**src/rtl/spi_rx_capture_if.sv**
```systemverilog
// Consumer-side handshake for spi_rx_capture: head-of-FIFO data with valid/ready.
interface spi_rx_capture_if #(
    parameter int DATA_W = 8
);
    logic [DATA_W-1:0] rx_data;
    logic              rx_valid;
    logic              rx_ready;

    modport master (output rx_data, output rx_valid, input rx_ready);
    modport slave  (input rx_data, input rx_valid, output rx_ready);
endinterface

```
**src/rtl/spi_rx_capture.sv**
```systemverilog
// Oversampling SPI receiver: synchronizes sclk/cs_n/mosi, rebuilds MSB-first words, queues them in a FIFO.
// Optional partial-frame detection on frame_err is built when SPI_RX_FRAME_CHECK_EN is defined.
module spi_rx_capture #(
    parameter int DATA_W      = 8,
    parameter int FIFO_DEPTH  = 4,
    parameter int SYNC_STAGES = 2
) (
    input  logic             clk,
    input  logic             rst,
    input  logic             sclk_in,
    input  logic             cs_n_in,
    input  logic             mosi_in,
    spi_rx_capture_if.master rx,
    output logic             busy,
    output logic             overflow,
    output logic             frame_err
);
    localparam int AW = $clog2(FIFO_DEPTH);
    localparam int CW = $clog2(DATA_W);
    localparam logic [CW-1:0] LAST_BIT = CW'(DATA_W - 1);

    typedef enum logic {IDLE, SHIFT} state_t;

    logic [SYNC_STAGES-1:0] sclk_sync, cs_sync, mosi_sync, settle;
    logic                   sclk_s, cs_s, mosi_s;
    logic                   sclk_d, cs_d, armed;
    logic                   sclk_rise_p0, cs_fall_p0, cs_rise_p0, mosi_p0;

    assign sclk_s = sclk_sync[SYNC_STAGES-1];
    assign cs_s   = cs_sync[SYNC_STAGES-1];
    assign mosi_s = mosi_sync[SYNC_STAGES-1];

    // Stage p0: synchronizers and registered edge pulses
    always_ff @(posedge clk or posedge rst) begin
        if (rst) begin
            sclk_sync    <= '0;
            cs_sync      <= '1;
            mosi_sync    <= '0;
            settle       <= '0;
            sclk_d       <= 1'b0;
            cs_d         <= 1'b1;
            armed        <= 1'b0;
            sclk_rise_p0 <= 1'b0;
            cs_fall_p0   <= 1'b0;
            cs_rise_p0   <= 1'b0;
        end else begin
            sclk_sync    <= {sclk_sync[SYNC_STAGES-2:0], sclk_in};
            cs_sync      <= {cs_sync[SYNC_STAGES-2:0], cs_n_in};
            mosi_sync    <= {mosi_sync[SYNC_STAGES-2:0], mosi_in};
            settle       <= {settle[SYNC_STAGES-2:0], 1'b1};
            sclk_d       <= sclk_s;
            cs_d         <= cs_s;
            // A frame already open when reset releases must not look like a fresh cs_n fall.
            armed        <= armed | (settle[SYNC_STAGES-1] & cs_s);
            sclk_rise_p0 <= sclk_s & ~sclk_d;
            cs_fall_p0   <= armed & cs_d & ~cs_s;
            cs_rise_p0   <= ~cs_d & cs_s;
        end
    end

    always_ff @(posedge clk) begin
        mosi_p0 <= mosi_s;
    end

    state_t              state;
    logic [CW-1:0]       bit_cnt, cnt_next;
    logic [DATA_W-1:0]   shreg, word_next, push_data_p1;
    logic                word_done, push_p1;

    always_comb begin
        word_done = (state == SHIFT) && sclk_rise_p0 && (bit_cnt == LAST_BIT);
        word_next = {shreg[DATA_W-2:0], mosi_p0};
        cnt_next  = bit_cnt;
        if (sclk_rise_p0)
            cnt_next = (bit_cnt == LAST_BIT) ? '0 : bit_cnt + 1'b1;
    end

    // Stage p1: frame FSM and word assembly
    always_ff @(posedge clk or posedge rst) begin
        if (rst) begin
            state   <= IDLE;
            bit_cnt <= '0;
            push_p1 <= 1'b0;
        end else begin
            push_p1 <= 1'b0;
            case (state)
                IDLE: begin
                    if (cs_fall_p0) begin
                        state   <= SHIFT;
                        bit_cnt <= '0;
                    end
                end
                SHIFT: begin
                    bit_cnt <= cnt_next;
                    push_p1 <= word_done;
                    // The bit arriving with cs_n rise is taken first, then the frame closes.
                    if (cs_rise_p0) begin
                        state   <= IDLE;
                        bit_cnt <= '0;
                    end
                end
                default: state <= IDLE;
            endcase
        end
    end

    always_ff @(posedge clk) begin
        if (state == IDLE && cs_fall_p0)
            shreg <= '0;
        else if (state == SHIFT && sclk_rise_p0)
            shreg <= word_next;
        if (word_done)
            push_data_p1 <= word_next;
    end

    assign busy = (state == SHIFT);

`ifdef SPI_RX_FRAME_CHECK_EN
    always_ff @(posedge clk or posedge rst) begin
        if (rst)
            frame_err <= 1'b0;
        else
            frame_err <= (state == SHIFT) && cs_rise_p0 && (cnt_next != '0);
    end
`else
    assign frame_err = 1'b0;
`endif

    // Stage p2: receive FIFO with registered head
    logic [DATA_W-1:0] mem [FIFO_DEPTH];
    logic [AW:0]       wr_ptr, rd_ptr, wr_next, rd_next;
    logic              full, pop, push_ok;
    logic [DATA_W-1:0] head_next;

    always_comb begin
        full      = (wr_ptr[AW] != rd_ptr[AW]) && (wr_ptr[AW-1:0] == rd_ptr[AW-1:0]);
        pop       = rx.rx_valid && rx.rx_ready;
        push_ok   = push_p1 && (!full || pop);
        rd_next   = rd_ptr + (AW+1)'(pop);
        wr_next   = wr_ptr + (AW+1)'(push_ok);
        // Bypass the memory when the incoming word lands in the slot becoming head.
        head_next = (push_ok && rd_next == wr_ptr) ? push_data_p1 : mem[rd_next[AW-1:0]];
    end

    always_ff @(posedge clk or posedge rst) begin
        if (rst) begin
            wr_ptr      <= '0;
            rd_ptr      <= '0;
            rx.rx_valid <= 1'b0;
            rx.rx_data  <= '0;
            overflow    <= 1'b0;
        end else begin
            wr_ptr      <= wr_next;
            rd_ptr      <= rd_next;
            rx.rx_valid <= (wr_next != rd_next);
            if (wr_next != rd_next)
                rx.rx_data <= head_next;
            if (push_p1 && full && !pop)
                overflow <= 1'b1;
        end
    end

    always_ff @(posedge clk) begin
        if (push_ok)
            mem[wr_ptr[AW-1:0]] <= push_data_p1;
    end
endmodule

```
**src/flat_wrapper.sv**
```systemverilog
// flat-port wrapper written by rule: the top's interface ports become plain ports
module spi_rx_capture_flat 
#(
    parameter int DATA_W      = 8,
    parameter int FIFO_DEPTH  = 4,
    parameter int SYNC_STAGES = 2
)
  (clk, rst, sclk_in, cs_n_in, mosi_in, busy, overflow, frame_err, rx_rx_data, rx_rx_valid, rx_rx_ready);
  spi_rx_capture_if #(.DATA_W(DATA_W)) rx_i ();
  input  logic clk;
  input  logic rst;
  input  logic sclk_in;
  input  logic cs_n_in;
  input  logic mosi_in;
  output logic busy;
  output logic overflow;
  output logic frame_err;
  output wire logic [$bits(rx_i.rx_data)-1:0] rx_rx_data;
  output wire logic [$bits(rx_i.rx_valid)-1:0] rx_rx_valid;
  input wire logic [$bits(rx_i.rx_ready)-1:0] rx_rx_ready;
  assign rx_rx_data = rx_i.rx_data;
  assign rx_rx_valid = rx_i.rx_valid;
  assign rx_i.rx_ready = rx_rx_ready;
  spi_rx_capture #(.DATA_W(DATA_W), .FIFO_DEPTH(FIFO_DEPTH), .SYNC_STAGES(SYNC_STAGES)) u_core (.clk(clk), .rst(rst), .sclk_in(sclk_in), .cs_n_in(cs_n_in), .mosi_in(mosi_in), .rx(rx_i), .busy(busy), .overflow(overflow), .frame_err(frame_err));
endmodule
```
**config.mk**
```make
export PLATFORM = sky130hd
export DESIGN_NAME = spi_rx_capture_flat
export DESIGN_NICKNAME = d
export VERILOG_FILES = /design/src/rtl/spi_rx_capture_if.sv /design/src/rtl/spi_rx_capture.sv /design/src/flat_wrapper.sv
export SDC_FILE = /design/constraint.sdc
export NUM_CORES = 1
export LEC_CHECK = 0
export ABC_AREA = 1
export CAP_MARGIN = 20
export CORE_ASPECT_RATIO = 0.75
export CORE_MARGIN = 2
export CORE_UTILIZATION = 40
export DETAILED_ROUTE_END_ITERATION = 10
export DONT_BUFFER_PORTS = 1
export PLACE_DENSITY = 0.62
export SLEW_MARGIN = 10
export SYNTH_ARGS = -nofsm -noshare
export SYNTH_HDL_FRONTEND = slang
export SYNTH_SLANG_ARGS = --single-unit
```
**constraint.sdc**
```tcl
create_clock -name clk -period 2.57 [get_ports clk]
set_clock_uncertainty 0.1 [all_clocks]
set_input_delay 0.514 -clock clk [delete_from_list [all_inputs] [get_ports clk]]
set_output_delay 0.514 -clock clk [all_outputs]
set_load 0.02 [all_outputs]
```
==> impl_metrics.env <==
export IMPL_cts_hold_buffers_added=0
export IMPL_die_height_um=83.1
export IMPL_worstSetupEndpointType="flip-flop"
export IMPL_synth_fa_ha_area_share_pct=2.25
export IMPL_yosys_mux_area_fraction_pct=0
export IMPL_cts_post_setup_buffers_inserted=0
export IMPL_filler_cell_count=735
export IMPL_power_density_over_the_cells_nw_per_um2=1050
export IMPL_synthesis_area_um2=3340
export IMPL_sequential_share_of_the_synthesized_area_pct=67.2
export IMPL_drc=0
export IMPL_clk_pin_slew_ps=90
export IMPL_run_status="completed"
export IMPL_slew_viol_final=0
export IMPL_grt_residual_overflow=0
export IMPL_critical_path_startpoint="u_core.wr_ptr[0]"
export IMPL_synth_simple_gate_area_share_pct=20.7
export IMPL_timing_final_crit_share_pct=91.1
export IMPL_fraction_of_layout_instances_using_a_drive_strength_above_1_pct=10.9
export IMPL_largest_family_of_logic_cells_by_synthesized_area="simple AND/OR/NAND/NOR gates"
export IMPL_yosys_area_top_type="sky130_fd_sc_hd__edfxtp_1"
export IMPL_num_nets_final=347
export IMPL_ctsResizeCount=0
export IMPL_regToRegSetupSlack_ps=230
export IMPL_globalRouteTotalUtil_pct=14.4
export IMPL_worstSkewPairLatency_ps=360
export IMPL_syn_num_nets=332
export IMPL_yosysUniqueCellTypes=27
export IMPL_drtPass1Iterations=4
export IMPL_dp_slack_ps=265
export IMPL_core_rowCount=28
export IMPL_tightest_slew_ps=606
export IMPL_tritoncts_clock_tree="built"
export IMPL_final_core_util_pct=46.1
export IMPL_layout_min_cycle_time_ps=2340
export IMPL_fin_worst_hold_slack_ps=35.5
export IMPL_die_area_um2=9100
export IMPL_grt_setup_unrepaired="false"
export IMPL_amount_of_wire_on_met2_after_detailed_routing_mm=2.51
export IMPL_worst_r2r_endpoint="u_core.rx.rx_data[6]"
export IMPL_slew_headroom_pct=59.4
export IMPL_diodes=0
export IMPL_fmax_mhz=427
export IMPL_routed_wl_mm=5.96
export IMPL_number_of_antenna_violations_at_the_first_check_in_global_routing=0
export IMPL_total_power_w=0.00387
export IMPL_hold_viol_final=0
export IMPL_static_leakage_power_nw=1.61
export IMPL_detailroute_wirelength_met3_um=382
export IMPL_worstPathRequired_ps=2720
export IMPL_num_vias=2121
export IMPL_gpl_final_weighted_congestion=0.770
export IMPL_p_sw_share_pct=39.6
export IMPL_peakVddDrop_mv=0.502
export IMPL_netSwitchingPower_w=0.00153
export IMPL_synth_largest_type_area_fraction_pct=36.0
export IMPL_wl_met1_mm=3.03
export IMPL_cts_root_buf="sky130_fd_sc_hd__clkbuf_8"
export IMPL_cp_max_fo=10
export IMPL_internal_power_w=0.00234
export IMPL_io_pins=18
export IMPL_routedWlPerCell_um=13.4
export IMPL_grt_pass1_wl_mm=10.0
export IMPL_netlist_top_cells_area="sky130_fd_sc_hd__edfxtp_1 (36%), sky130_fd_sc_hd__dfrtp_1 (24%), sky130_fd_sc_hd__nand2_1 (13%)"
export IMPL_synth_warnings=0
export IMPL_postSynth_topFlopCell="sky130_fd_sc_hd__edfxtp_1"
export IMPL_ys_seq_elements=83
export IMPL_cts_sinks=83
export IMPL_synth_compound_area_share_pct=3.49
export IMPL_via_count_normalized_by_instance_count=4.77
export IMPL_synth_edff_count=40
export IMPL_area_growth_pct=10.3
export IMPL_drv_cap=0
export IMPL_h_tree_depth=3
export IMPL_die_w_um=109
export IMPL_worst_setup_path_start_kind="flip-flop"
export IMPL_clkPwrFrac_pct=21.7
export IMPL_drt_iter0_drc=152
export IMPL_setup_ws_ps=229
export IMPL_reg2regPathDepth=13
export IMPL_power_share_of_the_sequential_group_pct=45.5
export IMPL_postSynth_asyncResetShare_pct=42.2
export IMPL_top_layer="met4"
export IMPL_buffer_ports_inserted=0
export IMPL_regToRegStartpoint="u_core.wr_ptr[0]"
export IMPL_hold_path_class="primary input to async pin"
export IMPL_final_common_cell="sky130_fd_sc_hd__nand2_1"
export IMPL_power_share_combinational_pct=32.8
export IMPL_ant_nets=0
export IMPL_initial_utilization_pct=41.8
export IMPL_layout_common_cells="sky130_fd_sc_hd__nand2_1 (112), sky130_fd_sc_hd__edfxtp_1 (40), sky130_fd_sc_hd__nand3_1 (33), sky130_fd_sc_hd__dfrtp_1 (32), sky130_fd_sc_hd__inv_1 (28)"
export IMPL_maximum_number_of_pins_on_one_net_before_global_route_repair=36
export IMPL_via_count_of_the_first_global_routing_pass=2053
export IMPL_cp_arrival_ps=2490
export IMPL_setup_tns_ps=0
export IMPL_path_class="flip-flop to flip-flop"
export IMPL_core_area_um2=7990
export IMPL_synth_xor_xnor_area_share_pct=1.50
export IMPL_dp_hpwl_mm=4.17
export IMPL_cts_buffers=9
export IMPL_report_final_setup_viol=0
export IMPL_syn_avg_cell_area_um2=10.4
export IMPL_clock_tree_buffer_depth=2
export IMPL_synthesis_instances=320
cell type report:
type	instances	area, µm²	share of cell area [%]
tap	105	131	3.57
timing repair buffer	10	75.1	2.04
clock buffer	9	124	3.37
sequential	83	2240	60.9
inverter	32	121	3.30
multi-input combinational	199	938	25.5
clock inverter	7	50.0	1.36
power groups by stage:
stage                     logic [W]  registers (W)  clock network [W]
after CTS                   0.00127        0.00176           0.000870
after detailed placement    0.00126        0.00179                  0
after global placement      0.00124        0.00178                  0
after floorplan            0.000960        0.00174                  0
final                       0.00127        0.00176           0.000841
after global routing        0.00147        0.00178           0.000929
flip-flops by register name, summed over array words and instances, names as in the netlist, 2 cells and up:
register             flops
u_core.mem              32
u_core.push_data_p1      8
u_core.rx.rx_data        8
u_core.shreg             7
u_core.bit_cnt           3
u_core.rd_ptr            3
u_core.wr_ptr            3
u_core.cs_sync           2
u_core.mosi_sync         2
u_core.sclk_sync         2
u_core.settle            2
per-layer routing:
layer,GRT usage [%],vias up
li1,-,1065
met1,21.8,993
met2,19.5,57
met3,5.18,6
met4,3.91,0
met5,0,-
worst max-delay path by stage:
stage | endpoint | slack, ps | cells after the start
after floorplan | u_core.rx.rx_data[0] | 400 | 13
after global placement | u_core.rx.rx_data[1] | 290 | 13
after detailed placement | u_core.rx.rx_data[1] | 260 | 13
after CTS | u_core.rx.rx_data[0] | 230 | 13
after global routing | u_core.rx.rx_data[5] | 2 | 12
final | u_core.rx.rx_data[6] | 230 | 13
metrics by stage:
step                      instance area, µm²  std cells
after CTS                               3680        445
after floorplan                         3340        320
after detailed placement                3510        429
after global placement                  3510        429
final                                   3680        445
after global routing                    3680        445
critical path, stage by stage, from the launching register on:
cell                       delay, ps
sky130_fd_sc_hd__dfrtp_1         460
sky130_fd_sc_hd__inv_1           140
sky130_fd_sc_hd__nand2_1         100
sky130_fd_sc_hd__nand2_1          50
sky130_fd_sc_hd__nor2_1          110
sky130_fd_sc_hd__a21oi_2          80
sky130_fd_sc_hd__ha_1            190
sky130_fd_sc_hd__ha_1            210
sky130_fd_sc_hd__xor2_2          170
sky130_fd_sc_hd__xor2_2          170
sky130_fd_sc_hd__nand2_4         140
sky130_fd_sc_hd__clkinv_2        140
sky130_fd_sc_hd__nand2_1         100
sky130_fd_sc_hd__nand2_1          50
synth_stat cells, drive strengths merged, types with 2 or more instances:
cell type / number
edfxtp: 40
nor3: 4
dfxtp: 8
dfstp: 3
ha: 6
nor2: 14
nand3: 33
conb: 2
nand4: 2
inv: 31
buf: 5
dfrtp: 32
nand2: 113
xor2: 4
a21oi: 9
o21ai: 9
cell families (layout without fill, tap and decap cells):
logic type      Yosys count  after routing
compound gates           21             21
xor+xnor                  4              4
fa+ha+maj                 6              6
buf+inv                  38             58
flops                    83             83
other cells               2              2
simple gates            166            166
Note: power is estimated with default switching activity, not from simulation.
